==> src/rtl/i2s_clk_gen.sv <==
// rtl/i2s_clk_gen.sv - I2S master clock generator: fractional mclk, sclk and ws
// Configuration written while running is held in a shadow and applied at the ws 1->0 frame boundary.
module i2s_clk_gen #(
  parameter int DIV_W     = 8,
  parameter int FRAC_W    = 4,
  parameter int BITS_W    = 6,
  parameter int RST_DIV_I = 4,
  parameter int RST_DIV_F = 0,
  parameter int RST_SH    = 1,
  parameter int RST_BITS  = 16
) (
  input  logic              pclk,
  input  logic              rst_,
  input  logic              en,
  input  logic              cfg_load,
  input  logic [DIV_W-1:0]  cfg_div_i,
  input  logic [FRAC_W-1:0] cfg_div_f,
  input  logic [1:0]        cfg_sh,
  input  logic [BITS_W-1:0] cfg_bits,
  output logic              cfg_ack,
  output logic              mclk,
  output logic              sclk,
  output logic              ws,
  output logic              sclk_rise,
  output logic              sclk_fall,
  output logic              frame_start,
  output logic              busy
);

  typedef enum logic [1:0] {IDLE, RUN, DRAIN} state_t;

  localparam logic [DIV_W-1:0]  DIV_MIN  = DIV_W'(2);
  localparam logic [BITS_W-1:0] BITS_MIN = BITS_W'(2);
  localparam logic [BITS_W-1:0] BITS_ONE = BITS_W'(1);

  state_t            state;
  logic [DIV_W-1:0]  act_div_i, shd_div_i, use_div_i, use_div_eff;
  logic [FRAC_W-1:0] act_div_f, shd_div_f, use_div_f, acc, acc_base, acc_sum;
  logic [1:0]        act_sh, shd_sh, use_sh;
  logic [BITS_W-1:0] act_bits, shd_bits, use_bits, bits_eff, bits_last, bcnt;
  logic [DIV_W:0]    per, mcnt, mcnt_inc, per_new;
  logic [2:0]        scnt;
  logic [3:0]        sh_max;
  logic              pend, carry, running;
  logic              pstart_run, sclk_tog, sfall, ws_tog, boundary;
  logic              apply_in, apply_sh, apply, go_idle;

  assign busy       = (state != IDLE);
  assign running    = (state != IDLE);
  assign mcnt_inc   = mcnt + 1'b1;
  assign pstart_run = running && (mcnt_inc == per);
  assign sh_max     = (4'd1 << act_sh) - 4'd1;
  assign bits_eff   = (act_bits < BITS_MIN) ? BITS_MIN : act_bits;
  assign bits_last  = bits_eff - BITS_ONE;

  // sclk and ws only ever change on an mclk period start
  assign sclk_tog = pstart_run && ({1'b0, scnt} == sh_max);
  assign sfall    = sclk_tog && sclk;
  assign ws_tog   = sfall && (bcnt == bits_last);
  assign boundary = ws_tog && ws;
  assign go_idle  = (state == DRAIN) && !en && boundary;

  assign apply_in = cfg_load && ((state == IDLE) || boundary);
  assign apply_sh = !cfg_load && pend && boundary;
  assign apply    = apply_in || apply_sh;

  always_comb begin
    use_div_i = act_div_i;
    use_div_f = act_div_f;
    use_sh    = act_sh;
    use_bits  = act_bits;
    if (apply_in) begin
      use_div_i = cfg_div_i;
      use_div_f = cfg_div_f;
      use_sh    = cfg_sh;
      use_bits  = cfg_bits;
    end else if (apply_sh) begin
      use_div_i = shd_div_i;
      use_div_f = shd_div_f;
      use_sh    = shd_sh;
      use_bits  = shd_bits;
    end
  end

  // A freshly applied configuration restarts the fractional accumulator from zero
  assign use_div_eff      = (use_div_i < DIV_MIN) ? DIV_MIN : use_div_i;
  assign acc_base         = apply ? '0 : acc;
  assign {carry, acc_sum} = {1'b0, acc_base} + {1'b0, use_div_f};
  assign per_new          = {1'b0, use_div_eff} + {{DIV_W{1'b0}}, carry};

  always_ff @(posedge pclk or negedge rst_) begin
    if (!rst_) begin
      state       <= IDLE;
      mclk        <= 1'b0;
      sclk        <= 1'b0;
      ws          <= 1'b0;
      sclk_rise   <= 1'b0;
      sclk_fall   <= 1'b0;
      frame_start <= 1'b0;
      cfg_ack     <= 1'b0;
      per         <= '0;
      mcnt        <= '0;
      scnt        <= '0;
      bcnt        <= '0;
      acc         <= '0;
      pend        <= 1'b0;
      act_div_i   <= DIV_W'(RST_DIV_I);
      act_div_f   <= FRAC_W'(RST_DIV_F);
      act_sh      <= 2'(RST_SH);
      act_bits    <= BITS_W'(RST_BITS);
      shd_div_i   <= '0;
      shd_div_f   <= '0;
      shd_sh      <= '0;
      shd_bits    <= '0;
    end else begin
      cfg_ack <= apply;
      if (apply) begin
        act_div_i <= use_div_i;
        act_div_f <= use_div_f;
        act_sh    <= use_sh;
        act_bits  <= use_bits;
      end
      if (cfg_load && running && !boundary) begin
        shd_div_i <= cfg_div_i;
        shd_div_f <= cfg_div_f;
        shd_sh    <= cfg_sh;
        shd_bits  <= cfg_bits;
        pend      <= 1'b1;
      end else if (apply) begin
        pend <= 1'b0;
      end

      case (state)
        IDLE: begin
          sclk        <= 1'b0;
          ws          <= 1'b0;
          sclk_rise   <= 1'b0;
          sclk_fall   <= 1'b0;
          frame_start <= 1'b0;
          scnt        <= '0;
          bcnt        <= '0;
          mcnt        <= '0;
          if (en) begin
            state <= RUN;
            acc   <= acc_sum;
            per   <= per_new;
            mclk  <= 1'b1;
          end else begin
            acc  <= '0;
            per  <= '0;
            mclk <= 1'b0;
          end
        end
        default: begin
          if (en)           state <= RUN;
          else if (go_idle) state <= IDLE;
          else              state <= DRAIN;

          if (go_idle) begin
            mclk        <= 1'b0;
            sclk        <= 1'b0;
            ws          <= 1'b0;
            sclk_rise   <= 1'b0;
            sclk_fall   <= 1'b0;
            frame_start <= 1'b0;
            per         <= '0;
            mcnt        <= '0;
            scnt        <= '0;
            bcnt        <= '0;
            acc         <= '0;
          end else begin
            sclk_rise   <= sclk_tog && !sclk;
            sclk_fall   <= sfall;
            frame_start <= boundary;
            if (pstart_run) begin
              acc  <= acc_sum;
              per  <= per_new;
              mcnt <= '0;
              mclk <= 1'b1;
              if (sclk_tog) begin
                sclk <= ~sclk;
                scnt <= '0;
              end else begin
                scnt <= scnt + 1'b1;
              end
              if (sfall) begin
                if (ws_tog) begin
                  ws   <= ~ws;
                  bcnt <= '0;
                end else begin
                  bcnt <= bcnt + 1'b1;
                end
              end
            end else begin
              mcnt <= mcnt_inc;
              mclk <= (mcnt_inc < (per >> 1));
            end
          end
        end
      endcase
    end
  end

endmodule

==> config.mk <==
export PLATFORM = sky130hd
export DESIGN_NAME = i2s_clk_gen
export DESIGN_NICKNAME = d
export VERILOG_FILES = /design/src/rtl/i2s_clk_gen.sv
export SDC_FILE = /design/constraint.sdc
export NUM_CORES = 1
export LEC_CHECK = 0
export ABC_AREA = 1
export BUFFER_PORTS_ARGS = -buffer_cell sky130_fd_sc_hd__buf_2
export CORE_UTILIZATION = 60
export DETAILED_ROUTE_END_ITERATION = 8
export PLACE_DENSITY = 0.79
export REMOVE_ABC_BUFFERS = 1
export SYNTH_ARGS = -nofsm -noshare
export SYNTH_HDL_FRONTEND = slang
export SYNTH_SLANG_ARGS = --single-unit
export TNS_END_PERCENT = 20
==> constraint.sdc <==
create_clock -name pclk -period 9.1 [get_ports pclk]
set_input_delay 0.455 -clock pclk [delete_from_list [all_inputs] [get_ports pclk]]
set_output_delay 0.455 -clock pclk [all_outputs]
set_load 0.02 [all_outputs]
### After elaboration in Yosys (flattened, before gate mapping)

Index checks and enable logic that the tools add are counted.

| operators by class | value |
|---|---|
| $add $sub $neg | 7 |
| $lt $le $gt $ge | 3 |
| equality and inequality tests | 5 |
| shift operators | 1 |
| mux-type cells | 56 |
| bitwise gates (word level) | 2 |
| reductions and logical operators | 31 |

Operators with widths:

| cell | number |
|---|---|
| $mux 9 | 7 |
| $mux 6 | 8 |
| $mux 4 | 7 |
| $mux 8 | 3 |
| $mux 1 | 21 |
| $logic_and 1x1->1 | 13 |
| $mux 2 | 6 |
| $mux 3 | 4 |
| $reduce_bool 3->1 | 4 |
| $add 8x1->9 | 1 |
| $add 9x1->9 const B | 1 |
| $eq 9x9->1 | 1 |
| $lt 9x8->1 | 1 |
| $lt 8x2->1 const B | 1 |
| $add 6x1->6 const B | 1 |
| $eq 6x6->1 | 1 |
| $lt 6x2->1 const B | 1 |
| $reduce_and 2->1 | 3 |
| $reduce_bool 2->1 | 3 |
| $sub 6x1->6 const B | 1 |
| $add 4x4->5 | 1 |
| $eq 3x4->1 | 1 |
| $logic_not 1->1 | 4 |
| $shl 1x2->4 const A | 1 |
| 8 further kinds | 10 |

| word-level totals | value |
|---|---|
| register bits after elaboration | 81 |
| bits of input ports | 24 |

### Logic depth before layout (Yosys ltp)

Gate-level depths: netlist (run 1).

| logic depth | value |
|---|---|
| depth after elaboration | 16 |
| mapped depth | 29 |

### Worst setup path after synthesis (run 1)

OpenSTA, ideal clock, no wires.

| timing path | value |
|---|---|
| kind | register -> register |
| from | reg act_bits[4] |
| to | reg per[6] |
| setup time | 118 ps |
| data arrival time | 3909 ps |
| required time | 8982 ps |
| path slack | 5074 ps |
| stages on the path, launching flop included | 25 |
| buffers on the path | 0 |
| cell sequence | dfstp_2 nor2_1 nand3_1 nand2_1 ha_1 xor2_1 nand3_1 nor3_1 nand3_1 o21bai_4 nand3_4 nand2_2 o221ai_1 inv_1 ha_1 inv_1 fa_1 o21ai_0 ha_1 ha_1 nand2_1 nor2_1 nand3_1 nand3_1 nand2_1 |

| between the ends | value |
|---|---|
| elaborated cells between the ends (all ways) | 25 |
| those cells by class | add/sub (3); order compare (2); eq/ne (1); mux (11); reduce/logical (8) |

RTL lines:

| element | RTL line | source |
|---|---|---|
| start, declared | 40 | `logic [BITS_W-1:0] act_bits, shd_bits, use_bits, bits_eff, bits_last, bcnt;` |
| start signal, assigned | 110 | `act_bits <= BITS_W'(RST_BITS);` |
| start signal, assigned | 121 | `act_bits <= use_bits;` |
| $lt 6x2->1 | 53 | `assign bits_eff = (act_bits < BITS_MIN) ? BITS_MIN : act_bits;` |
| $mux 6 * | 53 |  |
| $sub 6x1->6 * | 54 | `assign bits_last = bits_eff - BITS_ONE;` |
| $eq 6x6->1 * | 59 | `assign ws_tog = sfall && (bcnt == bits_last);` |
| $logic_and 1x1->1 * | 59 |  |
| $logic_and 1x1->1 * | 60 | `assign boundary = ws_tog && ws;` |
| $logic_and 1x1->1 or $logic_or 1x1->1 (tied branches) | 64, 63 |  |
| $mux 4 or $logic_and 1x1->1 (tied branches) | 77, 63 |  |
| $mux 4 * | 72 | `if (apply_in) begin` |
| net use_div_f[0] | 38 | `logic [FRAC_W-1:0] act_div_f, shd_div_f, use_div_f, acc, acc_base, acc_sum;` |
| $add 4x4->5 * | 88 | `assign {carry, acc_sum} = {1'b0, acc_base} + {1'b0, use_div_f};` |
| $add 8x1->9 * | 89 | `assign per_new = {1'b0, use_div_eff} + {{DIV_W{1'b0}}, carry};` |
| $mux 9 | 175 | `if (pstart_run) begin` |
| $mux 9 | 159 | `if (go_idle) begin` |
| $mux 9 * | 133 | `case (state)` |
| end signal, assigned | 146 | `per <= per_new;` |
| end signal, assigned | 177 | `per <= per_new;` |
| end, declared | 41 | `logic [DIV_W:0] per, mcnt, mcnt_inc, per_new;` |

Mark *: on every way through the listed nets, which the timed path passes. The rest lies on a longest branch. The select of a mux whose other input is x is not followed.
A chain may end at the register's enable or synchronous reset.

### Final worst setup path (run 1)

Same ends and word-level chain as after synthesis.

==> results of run 1 <==
[cells by family (layout without fill, tap and decap cells)]
family | Yosys count | in the layout
AOI/OAI and AO/OA | 77 | 77
xor gates and xnor gates | 12 | 12
adders and majority gates | 18 | 18
buffers and inverters | 113 | 147
DFF | 81 | 81
muxes | 2 | 2
and+or+nand+nor | 280 | 280
[critical path: cells and delay by family (launching register included)]
kind	cells	cell delay, ns
buffers and inverters	2	0.16
adder cells (fa/ha/maj)	5	1.31
AO/OA/AOI/OAI	4	0.86
flip-flops	1	0.57
AND/OR/NAND/NOR	14	2.00
[path summary, 6_finish.rpt]
check | start | to | depth (start not counted)
min reg2reg | shd_bits[1] | act_bits[1] | 2
min in group asynchronous | rst_ | bcnt[4] | 1
max | act_bits[4] | per[6] | 25
min | en | state[0] | 1
max in group asynchronous | rst_ | shd_div_f[0] | 1
max reg2reg | act_bits[4] | per[6] | 25
[metal layers]
layer,wire (um),vias to the layer above,track usage (%)
li1,-,1951,-
met1,4520,1838,36.8
met2,4640,104,43.1
met3,463,18,3.72
met4,206,0,10.5
met5,0,-,0
[synthesized netlist by cell type (4+ instances only)]
library cell	instances	area share, %
nand3_2	5	1.1
inv_1	91	7.4
xnor2_1	5	0.95
clkbuf_1	9	0.73
nand2_1	127	10
nor2_2	4	0.54
o221ai_1	7	1.3
o22ai_1	5	0.68
o211ai_1	7	1.1
xor2_1	7	1.3
ha_1	17	4.6
nand4_1	9	1.2
nand2_2	7	0.95
nor2_1	55	4.5
o21ai_0	30	3.2
nand3_1	51	5.5
inv_2	9	0.73
nor2_4	4	0.97
dfrtp_1	78	42
nor3_1	6	0.65
a21oi_1	14	1.5
[power breakdown]
part	internal [W]	total [W]	switching [W]
logic	0.000163	0.000431	0.000267
registers	0.000440	0.000497	0.0000565
clock network	0.000133	0.000279	0.000146
total	0.000736	0.00121	0.000470
[through the flow]
step | instances | worst slack [ns]
floorplan | 570 | 4.80
global placement | 700 | 4.40
detailed placement | 700 | 4.12
CTS | 716 | 4.10
global route | 716 | 3.67
finish | 716 | 4.07
[flip-flops by register name, summed over array words and instances (netlist names), 2 cells and up]
| signal | cells |
|---|---|
| shd_div_i | 8 |
| shd_div_f | 4 |
| act_div_i | 8 |
| acc | 4 |
| act_bits | 6 |
| act_sh | 2 |
| per | 9 |
| shd_bits | 6 |
| bcnt | 6 |
| state | 2 |
| mcnt | 9 |
| scnt | 3 |
| act_div_f | 4 |
| shd_sh | 2 |
[layout make-up]
class	count	area, um^2	share of cell area [%]
multi-input combinational	389	2160	42.8
clock buffer	9	124	2.45
tap	99	124	2.45
timing repair buffer	31	158	3.12
inverter	100	375	7.42
sequential	81	2030	40.1
clock inverter	7	85.1	1.68
==> flow_metrics.tcl, run 1 <==
set metrics [dict create \
    crit_path_start_kind "register" \
    synthArstFlopShare_pct 100 \
    gp_congestion 0.912 \
    syn_area_um2 4630 \
    fin_skew_ns 0.0141 \
    worst_pin_slew_ns 1.10 \
    cp_slowest_cell "dfstp_2" \
    synthXorXnorAreaFrac_pct 2.27 \
    fin_crit_ns 5.03 \
    r2r_setup_slack_ns 4.07 \
    remaining_drc_errors 0 \
    drt-total-wl_um 9830 \
    die_area_um2 8070 \
    grtUsageTotal_pct 26.8 \
    synthMuxAreaShare_pct 0.487 \
    synth_seq_cells 81 \
    ios 32 \
    fin_util_pct 68.7 \
    crit_arrival_ns 5.29 \
    clockBufferDepth 2 \
    synth-compound-area-share_pct 10.5 \
    clkLatencyLatePin_ns 0.36 \
    synthAdderAreaFrac_pct 5.03 \
    relSlewSlack_pct 26.3 \
    drt_iter0_markers 211 \
    clock-sinks 81 \
    synth_simple_gate_area_share_pct 28.4 \
    worstPathRequired_ns 9.36 \
    power_density_nw_per_um2 238 \
    drtPass1Iterations 5 \
    holdCritPathClass "input port to register" \
    rsz0062_at_grt "false" \
    fp.dieW_um 89.8 \
    leakagePower_nw 2.66 \
    cts.hold.buffers_added 0 \
    yosys_warnings 0 \
    synth.distinct_cells 43 \
    io_buffers 31 \
    syn-instance-count 583 \
    yosysSeqAreaShare_pct 43.9 \
    ir_drop_uv 129 \
    num_rows 31 \
    synth_edf_count 0 \
    ctsResizeCount 0 \
    place_area_um2 4850 \
    drtAntennaViolNets 0 \
    core-area_um2 7370 \
    dp_hpwl_um 7290 \
    num-fill-cells 610 \
    antenna_found_initial 0 \
    cts_buffers 9 \
    grt_max_degree 82 \
    grt_pass1_wl_um 17200 \
    start_util_pct 62.8 \
    grt_pass1_vias 3730 \
    syn_to_final_growth_pct 9.33 \
    cp_slowest_stage_delay_ns 0.57 \
    nNetsFinal 654 \
    power.total_w 0.00121 \
    crit_fanout 22 \
    layout_common_cells "nand2_1, inv_1, dfrtp_1" \
    post_cts_buffers 0 \
    num_vias 3911 \
    antennaDiodeCount 0 \
    die_h_um 89.8 \
    clk_pin_slew_ns 0.09 \
    cts_tree "yes" \
    cts_max_level 3 \
    maxSlewViolCount 0 \
    setup_violations 0 \
    cts_root_buf "clkbuf_8" \
    end_kind "register" \
    hold_viol 0 \
    mostFrequentLayoutCell "nand2_1" \
    drive_gt1_share_pct 14.6 \
    postLayoutCellArea_um2 5060 \
    syn_area_per_cell_um2 7.94 \
    crit_type "register to register" \
    via_per_inst 5.46 \
    setup_tns_ns 0 \
    post-route-period-util_pct 55.3 \
    wire_per_inst_um 13.7 \
    synth-main-ff-cell "dfrtp_1" \
    grt-ovfl-total 0 \
    hold_ws_ns 0.243 \
    status "completed" \
    fmax_ghz 0.199 \
    cap_violations 0 \
    synth_top_family_by_area "simple AND/OR/NAND/NOR gates" \
]
Note: power is estimated with default switching activity, not from simulation.
==> inputs of run 2 (changes only) <==
Settings changed: ABC_AREA 1 to 0, CORE_UTILIZATION 60 to 55, PLACE_DENSITY 0.79 to 0.77.
Clock period 9.1 ns to 4.2 ns, I/O delays scaled along.
==> run 2 against run 1 <==
The flow now finishes with violations (negative setup slack); clock power rose by 130%; worst hold slack got worse by 0.23 ns; die area is 7.4% higher; critical path depth shrank 1; core utilization increased by 1.7 points; clock skew shrank 0.0011 ns.
==> flow_metrics.tcl, run 2 <==
set metrics [dict create \
    status "finished, violations left" \
    synth_top_family_by_area "simple AND/OR/NAND/NOR gates" \
    power_density_nw_per_um2 455 \
    holdCritPathClass "input port to asynchronous set/reset pin" \
    remaining_drc_errors 0 \
    io_buffers 31 \
    synth_common_cells "dfrtp_1, nand2_1, nor2_1, inv_1, mux2_2" \
    rsz0062_at_grt "true" \
    grtUsageTotal_pct 27.2 \
    start_util_pct 57.9 \
    drive_gt1_share_pct 31.5 \
    wl_met1_um 4790 \
    synth_seq_cells 81 \
    synthArstFlopShare_pct 100 \
    cts_max_level 3 \
    grt-ovfl-total 0 \
    drtAntennaViolNets 0 \
    leakagePower_nw 2.54 \
    place_ws_ns -0.407 \
    synthAdderAreaFrac_pct 5.10 \
    fp.dieW_um 93.1 \
    mostFrequentLayoutCell "dfrtp_1" \
    drt-total-wl_um 10900 \
    hold_viol 0 \
    hold_ws_ns 0.0175 \
    wl_met2_um 5390 \
    yosysSeqAreaShare_pct 44.5 \
    clock-sinks 81 \
    end_kind "register" \
    drtPass1Iterations 5 \
    postLayoutCellArea_um2 5550 \
    num_vias 3783 \
    violations "negative setup slack" \
    worst_pin_slew_ns 0.997 \
    netlist.area_leader.share_pct 42.8 \
    grt_pass1_wl_um 18200 \
    fin_crit_ns 4.27 \
    num_rows 32 \
    nNetsFinal 574 \
    synth_top_area_cell "dfrtp_1" \
    cts_root_buf "clkbuf_8" \
    wire_per_inst_um 17.0 \
    yosys_warnings 0 \
    syn_area_per_cell_um2 10.1 \
    synth-compound-area-share_pct 14.3 \
    crit_fanout 16 \
    drt_iter0_markers 260 \
    fmax_ghz 0.234 \
    clockBufferDepth 2 \
    synthXorXnorAreaFrac_pct 6.55 \
    syn_area_um2 4560 \
    die_h_um 93.1 \
    layout_common_cells "dfrtp_1, nand2_1, buf_4" \
    fin_skew_ns 0.0130 \
    reg_top3 "mcnt x9, per x9" \
    antennaDiodeCount 0 \
    highest_layer "met4" \
    route.met3.wl_um 460 \
    synth.distinct_cells 73 \
    synth-main-ff-cell "dfrtp_1" \
    synth.most_common_cell "dfrtp_1" \
    syn-instance-count 450 \
    clkLatencyLatePin_ns 0.36 \
    core-area_um2 7890 \
    syn_to_final_growth_pct 21.5 \
    cts_tree "yes" \
    cap_violations 0 \
    cts_buffers 9 \
    ios 32 \
    maxSlewViolCount 0 \
    setup_tns_ns -0.0666 \
    die_area_um2 8670 \
    place_area_um2 5180 \
    ir_drop_uv 306 \
    clk_pin_slew_ns 0.09 \
    setup_violations 2 \
    cts.hold.buffers_added 0 \
    crit_arrival_ns 4.50 \
    worstPathRequired_ns 4.44 \
    via_per_inst 5.92 \
    antenna_found_initial 0 \
    ys_top_cells_by_area "dfrtp_1, mux2_2, ha_1" \
    gp_congestion 0.882 \
    synth_simple_gate_area_share_pct 20.3 \
    crit_type "register to register" \
    dp_hpwl_um 7810 \
    crit_path_start_kind "register" \
    synthMuxAreaShare_pct 5.95 \
    fin_ws_ns -0.0666 \
    synth_edf_count 0 \
    post-route-period-util_pct 102 \
    grt_max_degree 82 \
    relSlewSlack_pct 33.5 \
    grt_pass1_vias 3765 \
]
## run 2: cell count changes in the layout (fill, tap and decap cells not counted), moves of 20 or more
| cell | delta |
|---|---|
| nand2_1 | -72 |
| nand3_1 | -38 |
| nor2_1 | -22 |
| inv_1 | -69 |
| buf_4 | +53 |
| mux2_2 | +20 |
## run 2: layer usage
layer  track usage [%]  up-vias
met4              11.8        0
met5                 0        -
li1                  -     1770
met1              36.2     1871
met3              3.90       24
met2              44.5      118
## run 2: power breakdown
| part | switching, W | total (W) | internal [W] |
|---|---|---|---|
| combinational | 0.000435 | 0.000865 | 0.000430 |
| clock | 0.000274 | 0.000641 | 0.000367 |
| sequential | 0.000106 | 0.00102 | 0.000914 |
| total | 0.000815 | 0.00253 | 0.00171 |
## run 2: logic make-up (layout without fill, tap and decap cells)
family / Yosys count / after routing
DFF: 81 / 81
and+or+nand+nor: 170 / 170
xor gates and xnor gates: 31 / 31
buffers and inverters: 39 / 126
AOI/OAI and AO/OA: 87 / 87
muxes: 24 / 24
adders and majority gates: 18 / 18
## run 2: worst max-delay path, stage by stage (launching register included)
cell and delay [ns]:
dfrtp_1 0.42, nor4_4 0.29, nand2b_1 0.08, nand2_1 0.07, ha_1 0.16, nor3b_4 0.20
xnor2_1 0.18, nor3_2 0.08, and4bb_1 0.22, nand3_2 0.11, o21a_1 0.17, buf_4 0.23
and2_1 0.16, ha_2 0.18, inv_2 0.04, fa_2 0.35, nor2b_2 0.13, o21ai_1 0.06
nand2b_1 0.08, ha_2 0.20, ha_4 0.15, o31ai_4 0.08, nor4b_4 0.26, xnor2_1 0.17
o22ai_2 0.08
## run 2: path summary, 6_finish.rpt
check | startpoint | end | slack, ns | cells after the start
max in group asynchronous | rst_ | acc[2] | 3.54 | 1
hold / removal | rst_ | sclk_fall | 0.02 | 1
hold reg to reg | act_div_f[3] | act_div_f[3] | 0.46 | 2
setup reg to reg | act_bits[5] | per[6] | -0.07 | 24
min in group pclk | en | state[0] | 0.04 | 1
setup / recovery | act_bits[5] | per[6] | -0.07 | 24
## run 2: timing repair
item | in CTS | in global routing
setup buffers | 3 | 0
setup endpoints to repair | 8 | 8
gates resized for setup | 16 | 10
pin swaps | 16 | 1
cloned | 0 | 0
## run 2: stage by stage
step                util (%)  instances  power, W
floorplan                  -        436   0.00152
global placement        65.6        620   0.00179
detailed placement      65.6        620   0.00183
CTS                     69.8        639   0.00251
global route            70.3        639   0.00266
finish                  70.3        639   0.00253
## run 2: layout make-up
| cell class | instances | area [um^2] |
|---|---|---|
| inverter | 25 | 93.8 |
| multi-input combinational | 330 | 2500 |
| tap | 102 | 128 |
| sequential | 81 | 2030 |
| clock buffer | 13 | 159 |
| fill | 575 | 2340 |
| clock inverter | 3 | 65.1 |
| timing repair buffer | 85 | 567 |
